--- config.mk ---
export PLATFORM = sky130hd
export DESIGN_NAME = uart_rx_core
export DESIGN_NICKNAME = d
export VERILOG_FILES = /design/src/rtl/uart_rx_core.sv
export SDC_FILE = /design/constraint.sdc
export NUM_CORES = 1
export LEC_CHECK = 0
export CORE_ASPECT_RATIO = 0.6
export CORE_MARGIN = 5
export CORE_UTILIZATION = 35
export DETAILED_ROUTE_END_ITERATION = 8
export PLACE_DENSITY = 0.59
export SKIP_LAST_GASP = 1
export SLEW_MARGIN = 20
export SYNTH_ARGS = -nofsm -noshare
export SYNTH_HDL_FRONTEND = slang
export SYNTH_SLANG_ARGS = --single-unit
--- constraint.sdc ---
create_clock -name clock -period 2.43 [get_ports clock]
set_input_delay 0.729 -clock clock [delete_from_list [all_inputs] [get_ports clock]]
set_output_delay 0.729 -clock clock [all_outputs]
set_load 0.02 [all_outputs]
--- src/rtl/uart_rx_core.sv ---
// uart_rx_core: oversampling UART receiver.
// Frame: start(0), 8 data bits LSB first, optional parity bit, stop(1).
// The start bit is confirmed at its midpoint. Every later bit is sampled
// OVERSAMPLE ticks after that point, which is also the middle of the bit.
module uart_rx_core #(
    parameter int OVERSAMPLE = 16,
    parameter int PARITY_EN  = 1,
    parameter int PARITY_ODD = 0
) (
    input  logic       clock,
    input  logic       reset,
    input  logic       rx_in,
    input  logic       sample_tick,
    output logic [7:0] rx_data,
    output logic       rx_valid,
    output logic       parity_err,
    output logic       frame_err,
    output logic       busy
);

    typedef enum logic [2:0] {IDLE, START, DATA, PARITY, STOP} state_t;

    localparam logic [3:0] TICK_LAST = 4'(OVERSAMPLE - 1);
    localparam logic [3:0] TICK_HALF = 4'(OVERSAMPLE / 2 - 1);
    localparam logic       ODD_BIT   = (PARITY_ODD != 0);

    logic [1:0] sync_q;
    logic       rxs;

    state_t     state, state_n;
    logic [3:0] tcnt, tcnt_n;
    logic [2:0] bcnt, bcnt_n;
    logic [7:0] shreg, shreg_n;
    logic       pbit, pbit_n;
    logic       armed, armed_n;
    logic [7:0] rx_data_n;
    logic       rx_valid_n, parity_err_n, frame_err_n;

    assign rxs  = sync_q[1];
    assign busy = (state != IDLE);

    // Two-flop synchronizer for the asynchronous serial line (idles high)
    always_ff @(posedge clock) begin
        if (reset) begin
            sync_q <= 2'b11;
        end else begin
            sync_q <= {sync_q[0], rx_in};
        end
    end

    // State, counters, shift register and output registers
    always_ff @(posedge clock) begin
        if (reset) begin
            state      <= IDLE;
            tcnt       <= 4'd0;
            bcnt       <= 3'd0;
            shreg      <= 8'd0;
            pbit       <= 1'b0;
            armed      <= 1'b0;
            rx_data    <= 8'h00;
            rx_valid   <= 1'b0;
            parity_err <= 1'b0;
            frame_err  <= 1'b0;
        end else begin
            state      <= state_n;
            tcnt       <= tcnt_n;
            bcnt       <= bcnt_n;
            shreg      <= shreg_n;
            pbit       <= pbit_n;
            armed      <= armed_n;
            rx_data    <= rx_data_n;
            rx_valid   <= rx_valid_n;
            parity_err <= parity_err_n;
            frame_err  <= frame_err_n;
        end
    end

    // Next-state logic; counters only move on sample_tick so tick gaps stall the frame
    always_comb begin
        state_n      = state;
        tcnt_n       = tcnt;
        bcnt_n       = bcnt;
        shreg_n      = shreg;
        pbit_n       = pbit;
        armed_n      = armed | rxs;
        rx_data_n    = rx_data;
        rx_valid_n   = 1'b0;
        parity_err_n = parity_err;
        frame_err_n  = frame_err;

        case (state)
            IDLE: begin
                // armed blocks a line still held low after a break from retriggering
                if (!rxs && armed) begin
                    state_n = START;
                    tcnt_n  = 4'd0;
                end
            end
            START: begin
                if (sample_tick) begin
                    if (tcnt == TICK_HALF) begin
                        tcnt_n = 4'd0;
                        if (!rxs) begin
                            state_n = DATA;
                            bcnt_n  = 3'd0;
                        end else begin
                            state_n = IDLE;
                        end
                    end else begin
                        tcnt_n = tcnt + 4'd1;
                    end
                end
            end
            DATA: begin
                if (sample_tick) begin
                    if (tcnt == TICK_LAST) begin
                        tcnt_n  = 4'd0;
                        shreg_n = {rxs, shreg[7:1]};
                        if (bcnt == 3'd7) begin
                            bcnt_n  = 3'd0;
                            state_n = (PARITY_EN != 0) ? PARITY : STOP;
                        end else begin
                            bcnt_n = bcnt + 3'd1;
                        end
                    end else begin
                        tcnt_n = tcnt + 4'd1;
                    end
                end
            end
            PARITY: begin
                if (sample_tick) begin
                    if (tcnt == TICK_LAST) begin
                        tcnt_n  = 4'd0;
                        pbit_n  = rxs;
                        state_n = STOP;
                    end else begin
                        tcnt_n = tcnt + 4'd1;
                    end
                end
            end
            STOP: begin
                if (sample_tick) begin
                    if (tcnt == TICK_LAST) begin
                        tcnt_n       = 4'd0;
                        rx_data_n    = shreg;
                        frame_err_n  = ~rxs;
                        parity_err_n = (PARITY_EN != 0) ? (^shreg ^ pbit ^ ODD_BIT) : 1'b0;
                        rx_valid_n   = 1'b1;
                        state_n      = IDLE;
                        if (!rxs) begin
                            armed_n = 1'b0;
                        end
                    end else begin
                        tcnt_n = tcnt + 4'd1;
                    end
                end
            end
            default: begin
                state_n = IDLE;
                tcnt_n  = 4'd0;
            end
        endcase
    end

endmodule

; ---- Word-level counts from Yosys, hierarchy flattened
; Index checks and enable logic that the tools add are counted.
[totals]
reg_bits = 33
latchBits = 0
mem_bits_rw = 0
mem_bits_ro = 0
in_bits = 4
output_inout_bits = 12
word_cells = 81
memories = 0
[op_classes]
n_addsub = 2
mul = 0
div_mod_pow = 0
order_cmp = 0
n_eq_ne = 19
shift = 0
mux = 30
bitwise = 5
reduce_logical = 14
[op_table]
columns = operator, count
row1 = 2-to-1 mux 3 bit, 16
row2 = "inequality test 2 bit, second input constant", 11
row3 = 2-to-1 mux 4 bit, 5
row4 = one-hot mux 3 bit (5 select lines), 1
row5 = one-hot mux 4 bit (3 select lines), 1
row6 = AND reduction 3 bit, 4
row7 = AND reduction 10 bit, 1
row8 = XOR reduction 8 bit, 1
row9 = "== test 3 x 2 -> 1 bit, second input constant", 2
row10 = "== test 3 bit, second input constant", 2
row11 = one-hot mux 3 bit (2 select lines), 1
row12 = AND reduction 6 bit, 1
row13 = OR reduction 3 bit, 2
row14 = 2-to-1 mux 1 bit, 5
row15 = "adder 4 x 1 -> 4 bit, second input constant", 1
row16 = "== test 4 x 3 -> 1 bit, second input constant", 1
row17 = "== test 4 bit, second input constant", 1
row18 = "adder 3 x 1 -> 3 bit, second input constant", 1
row19 = "== test 3 x 1 -> 1 bit, second input constant", 1
row20 = zero test 3 bit, 1
row21 = inverter 1 bit, 3
row22 = nonzero test 3 bit, 1
row23 = 2-to-1 mux 2 bit, 1
row24 = "inequality test 2 x 1 -> 1 bit, second input constant", 1
row25 = other kinds (5), 5

; ---- Depth between registers and ports, before layout
[depth]
word_depth = 5
depth_mapped = 7
depth_no_buf = 6

; ---- Worst setup path before layout
; Ideal clock, no wire load.
[synth_path]
path_type = input -> register
from = input sample_tick
to = register state[1]
setup_time_ps = 132
t_arrival_ps = 1767
required_ps = 2298
setup_slack_ps = 531
stages = 5
n_path_buf = 0
path_cell_list = or4b_1 o31ai_2 a21o_1 mux2i_1 a21oi_1
[synth_between]
elab_chain_len = 2
word_cells_on_any_way = 5
cone_classes = eq/ne: 4 / reduce/logical: 1
[synth_rtl]
columns = item, line_no
row1 = start: declaration, 13  ; input logic sample_tick,
row2 = inequality test 2 bit (no line), n/a
row3 = AND reduction 10 bit (no line) (*), n/a
row4 = end signal: assignment, 65  ; state <= state_n;
row5 = end: declaration, 30  ; state_t state, state_n;
; Mark *: on every way between the ends. The rest lies on a longest branch, timed or not.
; A chain may end at the register's enable or synchronous reset.

; ---- Worst setup path after layout
[layout_path]
from = register state[0]
to = output busy
[layout_between]
elab_chain_len = 1
[layout_rtl]
columns = item, line_no
row1 = nonzero test 3 bit, 40  ; assign busy = (state != IDLE);
row2 = end: declaration, 18  ; output logic busy
; Every way passes these cells.

==> impl_results.md <==
* Total Routing Usage GR at 12.3%
* IO Port Bufs at 15
* Post_cts resized at 0
* Tmin final at 2.32 ns
* Clock-pin slew of the registers on the worst-case setup and hold paths at 0.07 ns
* Post-route setup TNS at 0 ns
* NetSw at 0.275 mW
* Slew headroom at 63.9%
* Die Y at 60.7 µm
* IR drop worst, VDD at 0.257 mV
* Initial Utilization at 36.4%
* Setup crit start kind: register
* Hold WS at 0.412 ns
* Cell taking the most area after synthesis: dfxtp_1
* Total Wirelength at 3110 µm
* Outcome: completed
* Antenna Nets Post-Route at 0
* Mean Syn Cell Area at 8.98 µm²
* Horiz. Die Dim at 94.5 µm
* Synth cell types at 38
* Grt total ovfl at 0
* HPWL after DPL at 2280 µm
* Worst-margin pin slew at 0.538 ns
* Switching share of power at 25.6%
* Placed cell areas at 0.00175 mm²
* Total number of vias at 1213
* Fmax at 432 MHz
* Post-Synthesis Cells at 167
* Root buf cell: clkbuf_8
* Max Cap Viol at 0
* Hold_buf cts at 0
* Required @ worst endpoint at 1.70 ns
* Area of the core at 0.00412 mm²
* Synth Cell Area at 0.00150 mm²
* Final count of hold timing violations at 0
* Die area at 0.00574 mm²
* Final-report setup violation count at 0
* Synth top area cells: dfxtp_1, mux2i_1, nand2_1
* Crit Path Class: reg -> out
* Total internal power at 0.799 mW
* Final period utilization at 95.4%
* Rows at 18
* Sequential share of power at 52.6%
* Layout cells sized above 1 at 12.6%
* DR iter-0 viols at 68
* Power Density at 587 mW/mm²
* Number of I/O pins at 16
* Largest net degree at the start of global routing at 22
* Vias/cell at 4.85
* Commonest non-fill, non-tap cell in the layout: dfxtp_1
* Initial antenna violation count at 0
* Comb pwr share at 10.9%
* Most frequent cells in the layout: dfxtp_1, nand2_1, nor2_1
* Hold WC Path Type: reg -> reg
* RSZ-0062 raised after global routing: false
* Flops & latches, synth at 33
* DRC violations left at 0
* YS warnings at 0
* Post-CTS Setup Inserts at 0
* Tot Pwr at 1.07 mW
* CP endpoint kind: output port
* Clock tree from TritonCTS: yes
* Synthesized Nets at 174
* Clk sinks at 33
* RePlAce Congestion at 0.884
* # diodes at 0
* Pleak at 0.625 nW
* Total CTS buffers at 5
* Area growth, synth to finish at 22.1%
* Drt pass-1 iters at 4
* Synth top area share at 44.0%
* Vias in the first global route at 1097
* Core Util, Final at 44.4%
* Clock power share at 36.5%
* Critical Path AT at 1.59 ns
* Per-cell routed wire length at 12.4 µm
* Worst skew pair latency at 0.28 ns
* Fin. max-slew vios at 0
* Clock Path Buffers at 2
* Post-layout nets at 196
* Clock Skew at 0.00743 ns
* Post-synthesis sequential area ratio at 44.0%
* CP Max Fanout at 9
* Number of H-tree levels at 2
* First-pass GRT wire length at 5300 µm
* Final instance area at 0.00183 mm²
power by group through the flow:
stage / clock [mW] / sequential (mW) / combinational [mW]
floorplan: 0 / 0.569 / 0.0903
global placement: 0 / 0.577 / 0.115
detailed placement: 0 / 0.577 / 0.116
CTS: 0.405 / 0.565 / 0.117
global route: 0.433 / 0.567 / 0.129
finish: 0.392 / 0.565 / 0.117
per-stage QoR:
step | setup slack [ns] | cells
3_3_place_gp | 0.0876 | 242
4_1_cts | 0.104 | 250
3_5_place_dp | 0.0551 | 242
6_report | 0.113 | 250
2_1_floorplan | 0.531 | 167
5_1_grt | 0.0308 | 250
worst max-delay path, stage by stage (launching register included):
cell	delay [ns]
dfxtp_1	0.40
or3_1	0.37
clkdlybuf4s50_1	0.54
synthesized netlist by cell type:
cell       count
a2111oi_2      1
a21o_1         1
a21oi_1       15
a22oi_1        1
a31oi_1        2
buf_4          1
buf_6          2
clkbuf_1       5
dfxtp_1       33
ha_1           3
inv_1          3
mux2i_1       13
nand2_1       25
nand2b_1       1
nand3_1        3
nand3b_1       1
nand4_1        1
nand4b_1       1
nor2_1        21
nor2_2         1
nor2b_1        2
nor3_1         3
nor3_2         1
nor4_1         1
nor4b_1        1
nor4b_2        1
o211ai_1       1
o211ai_2       1
o21a_1         3
o21ai_0        2
o31ai_2        1
or2_2          3
or3_1          3
or4_1          1
or4b_1         1
xnor2_1        6
xnor3_1        1
xor2_1         1
cell families after synthesis:
family | synth area share (%)
buffers and inverters | 4.00
adders and majority gates | 2.50
xor gates and xnor gates | 5.59
muxes | 8.67
DFF | 44.0
AOI/OAI and AO/OA | 12.2
and+or+nand+nor | 23.0
sequential cells by signal, summed over array words and instances, names as in the netlist:
name	cells
armed	1
rx_data	8
tcnt	4
rx_valid	1
bcnt	3
sync_q	2
shreg	8
state	3
pbit	1
parity_err	1
frame_err	1
area by class of cell:
cell class                 count  area (µm²)
clock inverter                 2        10.0
fill                         392        2290
timing repair buffer          23         223
tap                           60        75.1
clock buffer                   6        72.6
multi-input combinational    123         779
sequential                    33         661
inverter                       3        11.3
worst paths after layout:
path | from | endpoint | slack [ns] | cells after the start
max | state[0] | busy | 0.11 | 2
min | sync_q[0] | sync_q[1] | 0.41 | 1
max reg2reg | state[1] | tcnt[3] | 0.45 | 6
min reg2reg | sync_q[0] | sync_q[1] | 0.41 | 1
layer usage:
| metal | track usage, % | up-vias | wire (µm) |
|---|---|---|---|
| met5 | 0 | - | 0 |
| met4 | 6.16 | 0 | 67 |
| met3 | 3.72 | 8 | 147 |
| met2 | 17.2 | 21 | 1250 |
| met1 | 17.2 | 565 | 1650 |
| li1 | - | 619 | - |
Note: power is estimated with default switching activity, not from simulation.
